--- src/rtl/seven_seg_hex_mux.sv ---
// Time-multiplexed hex 7-segment driver: per-digit scan with in-slot PWM,
// frame-synchronous shadow commit, decimal points, blanking and leading-zero suppression.
module seven_seg_hex_mux #(
  parameter int N_DIGITS       = 4,
  parameter int SCAN_DIV       = 50000,
  parameter int BRIGHT_W       = 4,
  parameter int SEG_ACTIVE_LOW = 1,
  parameter int DIG_ACTIVE_LOW = 1
) (
  input  logic                    clk,
  input  logic                    rst,
  input  logic [4*N_DIGITS-1:0]   value_i,
  input  logic [N_DIGITS-1:0]     dp_i,
  input  logic [N_DIGITS-1:0]     blank_i,
  input  logic                    load_i,
  input  logic                    lz_supp_i,
  input  logic [BRIGHT_W-1:0]     bright_i,
  output logic [6:0]              seg_o,
  output logic                    dp_o,
  output logic [N_DIGITS-1:0]     an_o,
  output logic                    frame_o
);

  localparam int CNT_W  = $clog2(SCAN_DIV);
  localparam int ON_W   = $clog2(SCAN_DIV + 1);
  localparam int IDX_W  = (N_DIGITS > 1) ? $clog2(N_DIGITS) : 1;
  localparam int PROD_W = ON_W + BRIGHT_W;

  logic [CNT_W-1:0]      r_cnt;
  logic [IDX_W-1:0]      r_idx;
  logic [ON_W-1:0]       r_on_cyc;
  logic [4*N_DIGITS-1:0] r_shd_val;
  logic [N_DIGITS-1:0]   r_shd_dp;
  logic [N_DIGITS-1:0]   r_shd_blank;
  logic [4*N_DIGITS-1:0] r_act_val;
  logic [N_DIGITS-1:0]   r_act_dp;
  logic [N_DIGITS-1:0]   r_act_blank;
  logic                  r_pending;
  logic                  r_frame;
  logic [6:0]            r_seg;
  logic                  r_dp;
  logic [N_DIGITS-1:0]   r_an;

  logic                  w_slot_end;
  logic                  w_wrap;
  logic                  w_commit;
  logic [PROD_W-1:0]     w_prod;
  logic [ON_W-1:0]       w_on_cyc;
  logic                  w_in_win;
  logic [3:0]            w_nib;
  logic [N_DIGITS-1:0]   w_supp;
  logic                  w_seg_on;
  logic                  w_dp_on;
  logic [6:0]            w_seg_ah;
  logic [N_DIGITS-1:0]   w_an_ah;

  function automatic logic [6:0] f_decode(input logic [3:0] nib);
    logic [6:0] seg;
    case (nib)
      4'h0: seg = 7'h3F;
      4'h1: seg = 7'h06;
      4'h2: seg = 7'h5B;
      4'h3: seg = 7'h4F;
      4'h4: seg = 7'h66;
      4'h5: seg = 7'h6D;
      4'h6: seg = 7'h7D;
      4'h7: seg = 7'h07;
      4'h8: seg = 7'h7F;
      4'h9: seg = 7'h6F;
      4'hA: seg = 7'h77;
      4'hB: seg = 7'h7C;
      4'hC: seg = 7'h39;
      4'hD: seg = 7'h5E;
      4'hE: seg = 7'h79;
      default: seg = 7'h71;
    endcase
    return seg;
  endfunction

  assign w_slot_end = (r_cnt == CNT_W'(SCAN_DIV - 1));
  assign w_wrap     = w_slot_end && (r_idx == IDX_W'(N_DIGITS - 1));
  assign w_commit   = w_wrap && r_pending;

  // Max product is 2**BRIGHT_W * SCAN_DIV, which always fits in PROD_W bits.
  assign w_prod   = (PROD_W'(bright_i) + PROD_W'(1)) * PROD_W'(SCAN_DIV);
  assign w_on_cyc = ON_W'(w_prod >> BRIGHT_W);

  // cnt==0 is the anti-ghosting dead cycle of every slot.
  assign w_in_win = (r_cnt != '0) && (32'(r_cnt) <= 32'(r_on_cyc));
  assign w_nib    = r_act_val[4*int'(r_idx) +: 4];

  always_comb begin
    w_supp = '0;
    for (int k = 1; k < N_DIGITS; k++) begin
      w_supp[k] = lz_supp_i && ((r_act_val >> (4*k)) == '0);
    end
  end

  // A suppressed digit still enables its anode when only its dp is lit.
  assign w_seg_on = w_in_win && !r_act_blank[r_idx] && !w_supp[r_idx];
  assign w_dp_on  = w_in_win && !r_act_blank[r_idx] && r_act_dp[r_idx];
  assign w_seg_ah = w_seg_on ? f_decode(w_nib) : 7'h00;

  always_comb begin
    w_an_ah        = '0;
    w_an_ah[r_idx] = w_seg_on || w_dp_on;
  end

  always_ff @(posedge clk) begin
    if (rst) begin
      r_cnt       <= '0;
      r_idx       <= '0;
      r_on_cyc    <= '0;
      r_shd_val   <= '0;
      r_shd_dp    <= '0;
      r_shd_blank <= '0;
      r_act_val   <= '0;
      r_act_dp    <= '0;
      r_act_blank <= '0;
      r_pending   <= 1'b0;
      r_frame     <= 1'b0;
    end else begin
      r_cnt <= w_slot_end ? '0 : r_cnt + CNT_W'(1);
      if (w_slot_end) begin
        r_idx <= w_wrap ? '0 : r_idx + IDX_W'(1);
      end
      if (r_cnt == '0) begin
        r_on_cyc <= w_on_cyc;
      end
      r_frame <= w_commit;
      if (w_commit) begin
        r_act_val   <= r_shd_val;
        r_act_dp    <= r_shd_dp;
        r_act_blank <= r_shd_blank;
      end
      // A load on the commit cycle lands in shadow and keeps pending set.
      if (load_i) begin
        r_shd_val   <= value_i;
        r_shd_dp    <= dp_i;
        r_shd_blank <= blank_i;
        r_pending   <= 1'b1;
      end else if (w_commit) begin
        r_pending <= 1'b0;
      end
    end
  end

  always_ff @(posedge clk) begin
    if (rst) begin
      r_seg <= (SEG_ACTIVE_LOW != 0) ? 7'h7F : 7'h00;
      r_dp  <= (SEG_ACTIVE_LOW != 0);
      r_an  <= (DIG_ACTIVE_LOW != 0) ? '1 : '0;
    end else begin
      r_seg <= (SEG_ACTIVE_LOW != 0) ? ~w_seg_ah : w_seg_ah;
      r_dp  <= (SEG_ACTIVE_LOW != 0) ? !w_dp_on : w_dp_on;
      r_an  <= (DIG_ACTIVE_LOW != 0) ? ~w_an_ah : w_an_ah;
    end
  end

  assign seg_o   = r_seg;
  assign dp_o    = r_dp;
  assign an_o    = r_an;
  assign frame_o = r_frame;

endmodule

--- config.mk ---
export PLATFORM = sky130hd
export DESIGN_NAME = seven_seg_hex_mux
export DESIGN_NICKNAME = d
export VERILOG_FILES = /design/src/rtl/seven_seg_hex_mux.sv
export SDC_FILE = /design/constraint.sdc
export NUM_CORES = 1
export LEC_CHECK = 0
export CAP_MARGIN = 20
export CORE_AREA = 2 2 111 113
export CTS_CLUSTER_DIAMETER = 120
export DETAILED_ROUTE_END_ITERATION = 12
export DIE_AREA = 0 0 113 115
export GPL_TIMING_DRIVEN = 0
export MAX_ROUTING_LAYER = met4
export PLACE_DENSITY = 0.73
export SLEW_MARGIN = 15
export SYNTH_ARGS = -nofsm -noshare
export SYNTH_HDL_FRONTEND = slang
export SYNTH_SLANG_ARGS = --single-unit
--- constraint.sdc ---
create_clock -name clk -period 8.6 [get_ports clk]
set_input_delay 2.58 -clock clk [delete_from_list [all_inputs] [get_ports clk]]
set_output_delay 2.58 -clock clk [all_outputs]
set_load 0.01 [all_outputs]
==> results of run 1 <==
==> Yosys cell counts (2+ instances only) <==
library cell  instances  area share
dfxtp_1              96        0.37
nand2_1              86       0.062
ha_1                 59        0.14
nor2_1               59       0.042
inv_1                37       0.027
a21oi_1              31       0.030
mux2i_1              26       0.050
nand3_1              23       0.022
a21oi_2              20       0.034
clkbuf_1             14       0.010
xnor2_1              13       0.022
xor2_1               13       0.022
nand4_1              12       0.014
o21ai_0               8      0.0077
and3_1                6      0.0072
mux4_2                6       0.026
a211oi_1              5      0.0072
a21o_1                5      0.0072
buf_2                 5      0.0048
nor4_1                5      0.0060
or3_1                 4      0.0048
or4_1                 4      0.0058
and2_1                3      0.0036
buf_1                 3      0.0022
nor4b_1               3      0.0050
o211ai_1              3      0.0043
o311ai_0              3      0.0050
or2_2                 3      0.0036
a31oi_1               2      0.0024
buf_8                 2      0.0058
mux2_2                2      0.0043
nand2_2               2      0.0024
nor3b_1               2      0.0029
nor4_4                2      0.0082
o21a_1                2      0.0029
==> power breakdown <==
group	switching [uW]	internal (uW)	total [uW]	leakage [uW]
clock network	192	206	397	0.000149
logic	118	97.6	216	0.00157
registers	13.3	472	485	0.000784
total	323	775	1100	0.00250
==> logic make-up (layout without fill, tap and decap cells) <==
| family | count (synthesis) | count (layout) |
|---|---|---|
| AND/OR/NAND/NOR | 219 | 219 |
| flip-flops | 96 | 96 |
| AO/OA/AOI/OAI | 87 | 87 |
| buffers and inverters | 63 | 122 |
| adder cells (fa/ha/maj) | 60 | 60 |
| multiplexers | 34 | 34 |
| XOR/XNOR | 26 | 26 |
==> layer usage <==
| metal | wire length (um) | share of wire | track usage |
|---|---|---|---|
| met1 | 5399 | 0.49 | 0.2406 |
| met2 | 5022 | 0.46 | 0.2854 |
| met3 | 468 | 0.042 | 0.03901 |
| met4 | 129 | 0.012 | 0.05366 |
| met5 | 0 | 0 | - |
==> critical path: stages <==
cell and delay (ps):
clkdlybuf4s50_1 680, ha_1 240, xor2_1 440, ha_1 300
xor2_1 80, ha_1 200, a21o_1 150, ha_1 280
ha_1 240, or3_1 370, o22ai_1 200, o21ai_1 180
a21o_1 220, a2111oi_0 420, a211oi_1 100
==> through the flow <==
stage	power [uW]	instance area (um2)	hold slack [ps]	utilization
3_3_place_gp	700.9	5829	440.0	0.4935
2_1_floorplan	641.1	5215	425.5	-
3_5_place_dp	709.9	5829	445.5	0.4935
5_1_grt	1158	6127	478.1	0.5188
4_1_cts	1104	6127	453.8	0.5188
6_report	1098	6127	454.8	0.5188
==> layout make-up <==
class                   count  share of cell area
clock buffers               9             0.03676
well taps                 147             0.03002
inverters                  37             0.02267
clock inverters             7             0.01184
repair buffers             43             0.07025
plain buffers              26             0.02246
multi-input cells         426              0.4923
flip-flops and latches     96              0.3137
==> worst max path at each step <==
stage           startpoint                         to  depth (start not counted)
3_5_place_dp   bright_i[0]  r_on_cyc[14]$_SDFFE_PP0N_                         15
6_report       bright_i[0]  r_on_cyc[14]$_SDFFE_PP0N_                         15
2_1_floorplan  bright_i[0]  r_on_cyc[14]$_SDFFE_PP0N_                         14
3_3_place_gp   bright_i[0]  r_on_cyc[14]$_SDFFE_PP0N_                         15
5_1_grt        bright_i[0]  r_on_cyc[14]$_SDFFE_PP0N_                         15
4_1_cts        bright_i[0]  r_on_cyc[14]$_SDFFE_PP0N_                         15
==> state kept, by name, indices dropped and copies added (netlist names), 4 cells and up <==
name / cells
r_act_val: 16
r_cnt: 16
r_on_cyc: 16
r_shd_val: 16
seg_o: 7
an_o: 4
r_act_blank: 4
r_act_dp: 4
r_shd_blank: 4
r_shd_dp: 4
==> out/qor.txt, run 1 <==
WL/cell -> 13.93 um
Hpwl dp -> 8551 um
Root buffer cell -> clkbuf_16
FILL cells -> 1087
Synth Cell Area -> 0.005215 mm2
Post-layout nets -> 731
Slew Limit Fails -> 0
Bufs on Longest Clock Path -> 2
Hold Startpoint -> r_act_blank[0]$_SDFFE_PP0P_
Multiplexer share of the synthesized area -> 0.08013
Post-DRT Antenna Nets -> 0
PortBufs -> 43
Most frequent cells in the layout -> dfxtp_1, nand2_1, nor2_1, ha_1, clkdlybuf4s50_1
P&R area growth vs syn -> 17.49%
Worst vdd ir -> 110.1 uV
Tightest Pin Transition -> 775.3 ps
Synth async-reset ratio -> 0
Worst skew pair latency -> 350 ps
Die Y -> 115 um
Max-Cap Viols -> 0
Vias -> 4160
Non-filler cells in the finished layout -> 791
Hold_buf cts -> 0
CTS tree -> done
Crit Path Max Fanout -> 6
Final Setup Violations -> 0
Synthesized flop and latch total -> 96
Hold Crit Endpoint -> r_act_blank[0]$_SDFFE_PP0P_
First-pass DRT Iterations -> 9
HP Class -> register to register
Crit Path Category -> input port to register
Largest net degree at the start of global routing -> 20
# rows -> 40
Reg2reg end -> seg_o[3]$_SDFF_PP1_
Leakage -> 0.002503 uW
Number of H-tree levels -> 3
Avg Inst Size Synth -> 8.915 um2
Adder-Cell Fraction of Synth Area -> 0.1454
Global route overflow -> 0
FF/Latch Area -> 0.001922 mm2
First-pass GRT wire length -> 19090 um
Post-synth EDFFs -> 0
Post-synthesis compound-gate area fraction -> 0.1125
Cells after Synth -> 585
Period utilization -> 0.7523
Setup TNS -> 0 ps
Setup Skew -> 8.363 ps
Vias per std cell -> 5.259
Placer Congestion -> 0.8454
Commonest non-fill, non-tap cell in the layout -> dfxtp_1
R2R Path Start -> r_idx[0]$_SDFFE_PP0P_
Num CTS Buffers -> 9
Final WL -> 11020 um
Worst slack at placement -> 1770 ps
Final min period -> 6470 ps
Multi-input logic area -> 0.003017 mm2
Initial Util -> 0.4415
Sink Count -> 96
Die area -> 0.01300 mm2
Core ar. -> 0.01181 mm2
XOR/XNOR Fraction of Synth Area -> 0.04367
Total GRT Usage -> 0.1830
Clock Pin Slew Worst Setup and Hold Paths -> 70 ps
Post-route DRC -> 1
WP data arrival -> 6690 ps
Chip Width -> 113 um
Sequential area share after synthesis -> 0.3685
CP endpoint kind -> register
# Post-CTS Setup Buffers -> 0
Final Hold Fails -> 0
Distinct cells, synth -> 51
Ys flop type -> dfxtp_1
Req. time, crit path -> 8820 ps
Type of origin of the critical path -> input port
Post-CTS sizing -> 0
Initial antenna violation count -> 0
P per Cell Area -> 179.3 mW/mm2
Final worst slack -> 2130 ps
Vias in the first global route -> 4147
Reg2Reg Setup Slack -> 5740 ps
Syn. warnings -> 0
F_max -> 154.6 MHz
Drt initial violations -> 224
Rel. slew slack -> 0.4831
Ports -> 45
Dpl cells -> 775
Largest family of logic cells by synthesized area -> simple AND/OR/NAND/NOR gates
Layout cell share with drive strength beyond 1 -> 0.09317
Reg2reg path depth -> 8
Simple-gate area share of the yosys netlist -> 0.1967
# diodes -> 0
Hold path depth -> 2
Failing checks -> DRC
Run status -> complete, but fails checks
Syn Nets -> 677
RSZ-0062 raised after global routing -> false
(Power assumes the default switching activity.)
==> inputs of run 2 (changes only) <==
--- a/config.mk
+++ b/config.mk
@@ -12,7 +12,7 @@
 export DIE_AREA = 0 0 113 115
 export GPL_TIMING_DRIVEN = 0
 export MAX_ROUTING_LAYER = met4
-export PLACE_DENSITY = 0.73
+export PLACE_DENSITY = 0.75
 export SLEW_MARGIN = 15
 export SYNTH_ARGS = -nofsm -noshare
 export SYNTH_HDL_FRONTEND = slang
==> constraint.sdc (replaced) <==
create_clock -name clk -period 5.6 [get_ports clk]
set_input_delay 1.68 -clock clk [delete_from_list [all_inputs] [get_ports clk]]
set_output_delay 1.68 -clock clk [all_outputs]
set_load 0.01 [all_outputs]
==> run 2 against run 1 <==
Net effect:
- the run still ends with DRC left
- clock power is 51% higher
- routed wire length down 0.47%
- power rose by 53%
- count of clock-buffer cells in the layout grew 1
- highest routed layer unchanged
==> out/qor.txt, run 2 (synthesized netlist as in run 1, its figures left out) <==
Run status -> complete, but fails checks
Failing checks -> DRC
Chip Width -> 113 um (unchanged)
Core ar. -> 0.01181 mm2 (unchanged)
Num CTS Buffers -> 9 (unchanged)
# diodes -> 0 (unchanged)
Power after layout -> 1675 uW (+53%)
Most used cell, CP -> ha_1
Drt initial violations -> 241 (+7.6%)
Post-DRT Antenna Nets -> 0 (unchanged)
P&R area growth vs syn -> 17.51% (about the same)
Slew Limit Fails -> 0 (unchanged)
Post-CTS sizing -> 0 (unchanged)
Rel. slew slack -> 0.4753 (-0.007810)
Final Hold Fails -> 0 (unchanged)
# rows -> 40 (unchanged)
Layout cell share with drive strength beyond 1 -> 0.09472 (+0.001553)
Commonest non-fill, non-tap cell in the layout -> dfxtp_1
Largest net degree at the start of global routing -> 18 (-10%)
Crit Path Max Fanout -> 5 (-1)
Reg2Reg Setup Slack -> 2730 ps (-3010 ps)
FF/Latch Area -> 0.001922 mm2 (unchanged)
Most frequent cells in the layout -> dfxtp_1, nand2_1, nor2_1, ha_1, clkdlybuf4s50_1
Type of origin of the critical path -> input port
Die Y -> 115 um (unchanged)
Hold_buf cts -> 0 (unchanged)
Hold Crit Endpoint -> r_on_cyc[10]$_SDFFE_PP0N_
Bufs on Longest Clock Path -> 2 (unchanged)
Hpwl dp -> 8535 um (-0.19%)
CP Launch Point -> bright_i[1]
Hold Startpoint -> r_on_cyc[10]$_SDFFE_PP0N_
Final min period -> 5242 ps
Crit Path Category -> input port to register
Final Setup Violations -> 0 (unchanged)
Max-Cap Viols -> 0 (unchanged)
Reg2reg end -> seg_o[3]$_SDFF_PP1_
Vias -> 4169 (+0.22%)
Worst path max stage delay -> 530 ps (-150 ps)
First-pass GRT wire length -> 18560 um (-2.8%)
# Post-CTS Setup Buffers -> 0 (unchanged)
Post-route DRC -> 1 (unchanged)
Initial Util -> 0.4415 (unchanged)
Reg2reg path depth -> 8 (unchanged)
Req. time, crit path -> 5820 ps (-3000 ps)
Dpl cells -> 775 (unchanged)
Global route overflow -> 0 (unchanged)
Worst skew pair latency -> 350 ps (about the same)
WP data arrival -> 5460 ps (-1230 ps)
Placer Congestion -> 0.8951 (+5.9%)
CP endpoint kind -> register
Post-layout nets -> 731 (unchanged)
Clock Pin Slew Worst Setup and Hold Paths -> 70 ps (about the same)
FILL cells -> 1089 (+0.18%)
CP max stage cell -> clkdlybuf4s50_1
Die area -> 0.01300 mm2 (unchanged)
WL/cell -> 13.86 um (-0.47%)
Sink Count -> 96 (unchanged)
Crit path cell chain -> clkdlybuf4s50_1 -> ha_1 -> xor2_2 -> ha_1 -> xor2_1 -> ha_1 -> a21o_1 -> ha_1 -> ha_1 -> or3_1 -> o22ai_1 -> o21ai_1 -> a21o_1 -> a2111oi_0 -> a211oi_1
CTS tree -> done
Final WL -> 10970 um (-0.47%)
Total GRT Usage -> 0.1810 (-0.001990)
Tightest Pin Transition -> 787.0 ps (+11.72 ps)
Ports -> 45 (unchanged)
R2R Path Start -> r_idx[0]$_SDFFE_PP0P_
First-pass DRT Iterations -> 9 (unchanged)
RSZ-0062 raised after global routing -> false
Vias per std cell -> 5.271 (+0.22%)
HP Class -> register to register
Vias in the first global route -> 3960 (-4.5%)
F_max -> 190.8 MHz
Non-filler cells in the finished layout -> 791 (unchanged)
Period utilization -> 0.9361
Leakage -> 0.002507 uW (+0.13%)
Setup Skew -> 8.339 ps (-0.02439 ps)
Multi-input logic area -> 0.003024 mm2 (+0.25%)
Initial antenna violation count -> 0 (unchanged)
PortBufs -> 43 (unchanged)
Number of H-tree levels -> 3 (unchanged)
P per Cell Area -> 273.3 mW/mm2 (+52%)
Hold path depth -> 2 (unchanged)
Root buffer cell -> clkbuf_16
Worst vdd ir -> 200.8 uV (+82%)
[run 2: final cells by class]
| cell class | count | share of cell area |
|---|---|---|
| Clock inverter | 6 | 0.008167 |
| Tap cell | 147 | 0.03001 |
| Inverter | 37 | 0.02266 |
| Sequential cell | 96 | 0.3136 |
| Multi-Input combinational cell | 426 | 0.4935 |
| Buffer | 26 | 0.02246 |
| Timing Repair Buffer | 43 | 0.07064 |
| Clock buffer | 10 | 0.03900 |
[run 2: metal layers]
layer | up-vias | GRT usage | routed length (um)
li1 | 2122 | - | -
met1 | 1932 | 0.2291 | 5220
met2 | 96 | 0.2902 | 5102
met3 | 19 | 0.04059 | 455
met4 | 0 | 0.05610 | 188
met5 | - | - | 0
[run 2: power by group]
group / total [uW] / switching, uW / leakage, uW / internal (uW)
Combinational: 330 / 180 / 0.00158 / 150
Clock: 600 / 279 / 0.000142 / 320
Sequential: 745 / 20.2 / 0.000784 / 725
[run 2: worst max-delay path by stage]
stage	endpoint	slack (ps)	cells past startpoint
finish	r_on_cyc[14]$_SDFFE_PP0N_	360	15
global placement	r_on_cyc[14]$_SDFFE_PP0N_	-260	15
floorplan	r_on_cyc[14]$_SDFFE_PP0N_	820	14
detailed placement	r_on_cyc[14]$_SDFFE_PP0N_	-310	15
CTS	r_on_cyc[14]$_SDFFE_PP0N_	40	15
global route	r_on_cyc[14]$_SDFFE_PP0N_	70	15
[run 2: stage by stage]
| step | setup TNS, ps | utilization | setup slack, ps | hold WS, ps | cell area (um2) |
|---|---|---|---|---|---|
| 2_1_floorplan | 0 | - | 820.4 | 425.5 | 5215 |
| 3_3_place_gp | -425.5 | 0.4935 | -263.9 | 440.3 | 5829 |
| 3_5_place_dp | -562.6 | 0.4935 | -307.8 | 448.2 | 5829 |
| 4_1_cts | 0 | 0.5180 | 41.39 | 456.3 | 6118 |
| 5_1_grt | 0 | 0.5189 | 67.89 | 473.9 | 6128 |
| 6_report | 0 | 0.5189 | 357.7 | 456.5 | 6128 |
[run 2: worst max-delay path, delay by kind of cell]
family          cells  cell delay, ps
compound gates      6            1270
xor+xnor            2             370
simple gates        1             380
buf+inv             1             530
fa+ha+maj           5            1230
==> inputs of run 3 (changes only) <==
--- a/config.mk
+++ b/config.mk
@@ -10,6 +10,7 @@
 export CTS_CLUSTER_DIAMETER = 120
 export DETAILED_ROUTE_END_ITERATION = 12
 export DIE_AREA = 0 0 113 115
+export GPL_ROUTABILITY_DRIVEN = 0
 export GPL_TIMING_DRIVEN = 0
 export MAX_ROUTING_LAYER = met4
 export PLACE_DENSITY = 0.75
==> run 3 against run 2 <==
Net effect:
- the run still ends with DRC left
- combinational power about the same
- sequential share of layout area shrank 0.064 points
- worst setup slack worse by 9.1 ps
- first-iteration DRC count is 6.6% lower
- fmax fell by 0.17%
- non-clock buffer count did not move
- sequential power barely moved
- power increased by 1.9%
- design area grew 0.20%
- critical endpoint unchanged
==> out/qor.txt, run 3 (synthesized netlist as in run 1, its figures left out) <==
Run status -> complete, but fails checks
Failing checks -> DRC
Max-Cap Viols -> 0 (unchanged)
Drt initial violations -> 225 (-6.6%)
Non-filler cells in the finished layout -> 790 (-0.13%)
CTS tree -> done
Global route overflow -> 0 (unchanged)
WP data arrival -> 5470 ps (about the same)
Setup Skew -> 9.849 ps (+1.511 ps)
# Post-CTS Setup Buffers -> 0 (unchanged)
R2R Path Start -> r_idx[0]$_SDFFE_PP0P_
Slew Limit Fails -> 0 (unchanged)
First-pass GRT wire length -> 19420 um (+4.6%)
# rows -> 40 (unchanged)
Chip Width -> 113 um (unchanged)
Most frequent cells in the layout -> dfxtp_1, nand2_1, nor2_1, ha_1, clkdlybuf4s50_1
Hold path depth -> 1 (-1)
Hold_buf cts -> 0 (unchanged)
Hpwl dp -> 8608 um (+0.86%)
Layout cell share with drive strength beyond 1 -> 0.09331 (-0.001408)
Vias per std cell -> 5.267 (about the same)
Die Y -> 115 um (unchanged)
Worst skew pair latency -> 350 ps (about the same)
Post-DRT Antenna Nets -> 0 (unchanged)
Leakage -> 0.002509 uW (+0.11%)
Crit path cell chain -> clkdlybuf4s50_1 -> ha_1 -> xor2_2 -> ha_1 -> xor2_1 -> ha_1 -> a21o_1 -> ha_1 -> ha_1 -> or3_1 -> o22ai_1 -> o21ai_1 -> a21o_1 -> a2111oi_1 -> a211oi_1
Placed inst area -> 0.005829 mm2 (unchanged)
F_max -> 190.4 MHz (-0.17%)
Final WL -> 11090 um (+1.1%)
CP max stage cell -> clkdlybuf4s50_1
# diodes -> 0 (unchanged)
Bufs on Longest Clock Path -> 2 (unchanged)
CP endpoint kind -> register
Type of origin of the critical path -> input port
Root buffer cell -> clkbuf_16
Vias -> 4161 (-0.19%)
P per Cell Area -> 278.1 mW/mm2 (+1.7%)
Total GRT Usage -> 0.1856 (+0.004558)
Reg2reg path depth -> 8 (unchanged)
Number of H-tree levels -> 3 (unchanged)
Req. time, crit path -> 5810 ps (about the same)
Hold Crit Endpoint -> r_cnt[0]$_SDFF_PP0_
Dpl cells -> 775 (unchanged)
First-pass DRT Iterations -> 8 (-1)
Sink Count -> 96 (unchanged)
Num CTS Buffers -> 9 (unchanged)
Commonest non-fill, non-tap cell in the layout -> dfxtp_1
Worst path max stage delay -> 530 ps (about the same)
Crit Path Max Fanout -> 5 (unchanged)
Die area -> 0.01300 mm2 (unchanged)
RSZ-0062 raised after global routing -> false
Post-layout nets -> 731 (unchanged)
HP Class -> register to register
Post-route DRC -> 1 (unchanged)
WL/cell -> 14.03 um (+1.2%)
Design Area, Final -> 0.006141 mm2 (+0.20%)
Setup TNS -> 0 ps (unchanged)
Largest net degree at the start of global routing -> 18 (unchanged)
Core ar. -> 0.01181 mm2 (unchanged)
Worst vdd ir -> 178.0 uV (-11%)
PortBufs -> 43 (unchanged)
Reg2reg end -> seg_o[3]$_SDFF_PP1_
Crit Path Category -> input port to register
Vias in the first global route -> 4227 (+6.7%)
Final min period -> 5251 ps (+9.067 ps)
Reg2Reg Setup Slack -> 2730 ps (about the same)
Final Hold Fails -> 0 (unchanged)
Rel. slew slack -> 0.4846 (+0.009262)
Ports -> 45 (unchanged)
Hold Startpoint -> r_cnt[0]$_SDFF_PP0_
Period utilization -> 0.9377 (+0.001619)
Most used cell, CP -> ha_1
Initial antenna violation count -> 0 (unchanged)
Clock Pin Slew Worst Setup and Hold Paths -> 70 ps (about the same)
Initial Util -> 0.4415 (unchanged)
Final Setup Violations -> 0 (unchanged)
Tightest Pin Transition -> 773.1 ps (-13.89 ps)
P&R area growth vs syn -> 17.75%
-- run 3: area by class of cell --
class / count / area [um2]
Fill cell: 1073 / 5670
Inverter: 37 / 138.9
Tap cell: 147 / 183.9
Clock inverter: 6 / 75.07
Timing Repair Buffer: 43 / 432.9
Clock buffer: 9 / 225.2
Sequential cell: 96 / 1922
Multi-Input combinational cell: 426 / 3025
Buffer: 26 / 137.6
-- run 3: metrics by stage --
step                hold WS (ps)  setup slack (ps)    util  total power (uW)
detailed placement         444.2            -348.6  0.4935              1090
CTS                        459.9             114.6  0.5196              1715
global route               484.6             84.72  0.5199              1791
finish                     457.7             348.7  0.5199              1708
global placement           439.9            -249.8  0.4935              1075
floorplan                  425.5             820.4       -             984.6
-- run 3: worst max-delay path: cells and delay by family --
kind	cells	cell delay (ps)
AO/OA/AOI/OAI	6	1270
XOR/XNOR	2	380
adder cells (fa/ha/maj)	5	1200
buffers and inverters	1	530
AND/OR/NAND/NOR	1	380
-- run 3: worst max path at each step --
stage | to | slack [ps] | cells after the start | start
3_3_place_gp | r_on_cyc[14]$_SDFFE_PP0N_ | -250 | 15 | bright_i[0]
3_5_place_dp | r_on_cyc[14]$_SDFFE_PP0N_ | -350 | 15 | bright_i[0]
4_1_cts | r_on_cyc[14]$_SDFFE_PP0N_ | 110 | 15 | bright_i[0]
2_1_floorplan | r_on_cyc[14]$_SDFFE_PP0N_ | 820 | 14 | bright_i[0]
6_report | r_on_cyc[14]$_SDFFE_PP0N_ | 350 | 15 | bright_i[1]
5_1_grt | r_on_cyc[14]$_SDFFE_PP0N_ | 80 | 15 | bright_i[1]
-- run 3: repair_timing --
action | 4_1_cts | 5_1_grt
endpoints found under the setup margin | 1 | 2
resized for setup | 1 | 2
pin swaps | 0 | 1
-- run 3: power by group --
group,internal (uW),switching (uW),total [uW]
clock network,352,279,631
registers,725,20.0,745
logic,151,181,332
total,1230,480,1710
-- run 3: metal layers --
metal | track usage | up-vias | share of wire
li1 | - | 2125 | -
met1 | 0.2349 | 1933 | 0.48
met2 | 0.3022 | 87 | 0.47
met3 | 0.03110 | 16 | 0.040
met4 | 0.06423 | 0 | 0.018
met5 | - | - | 0
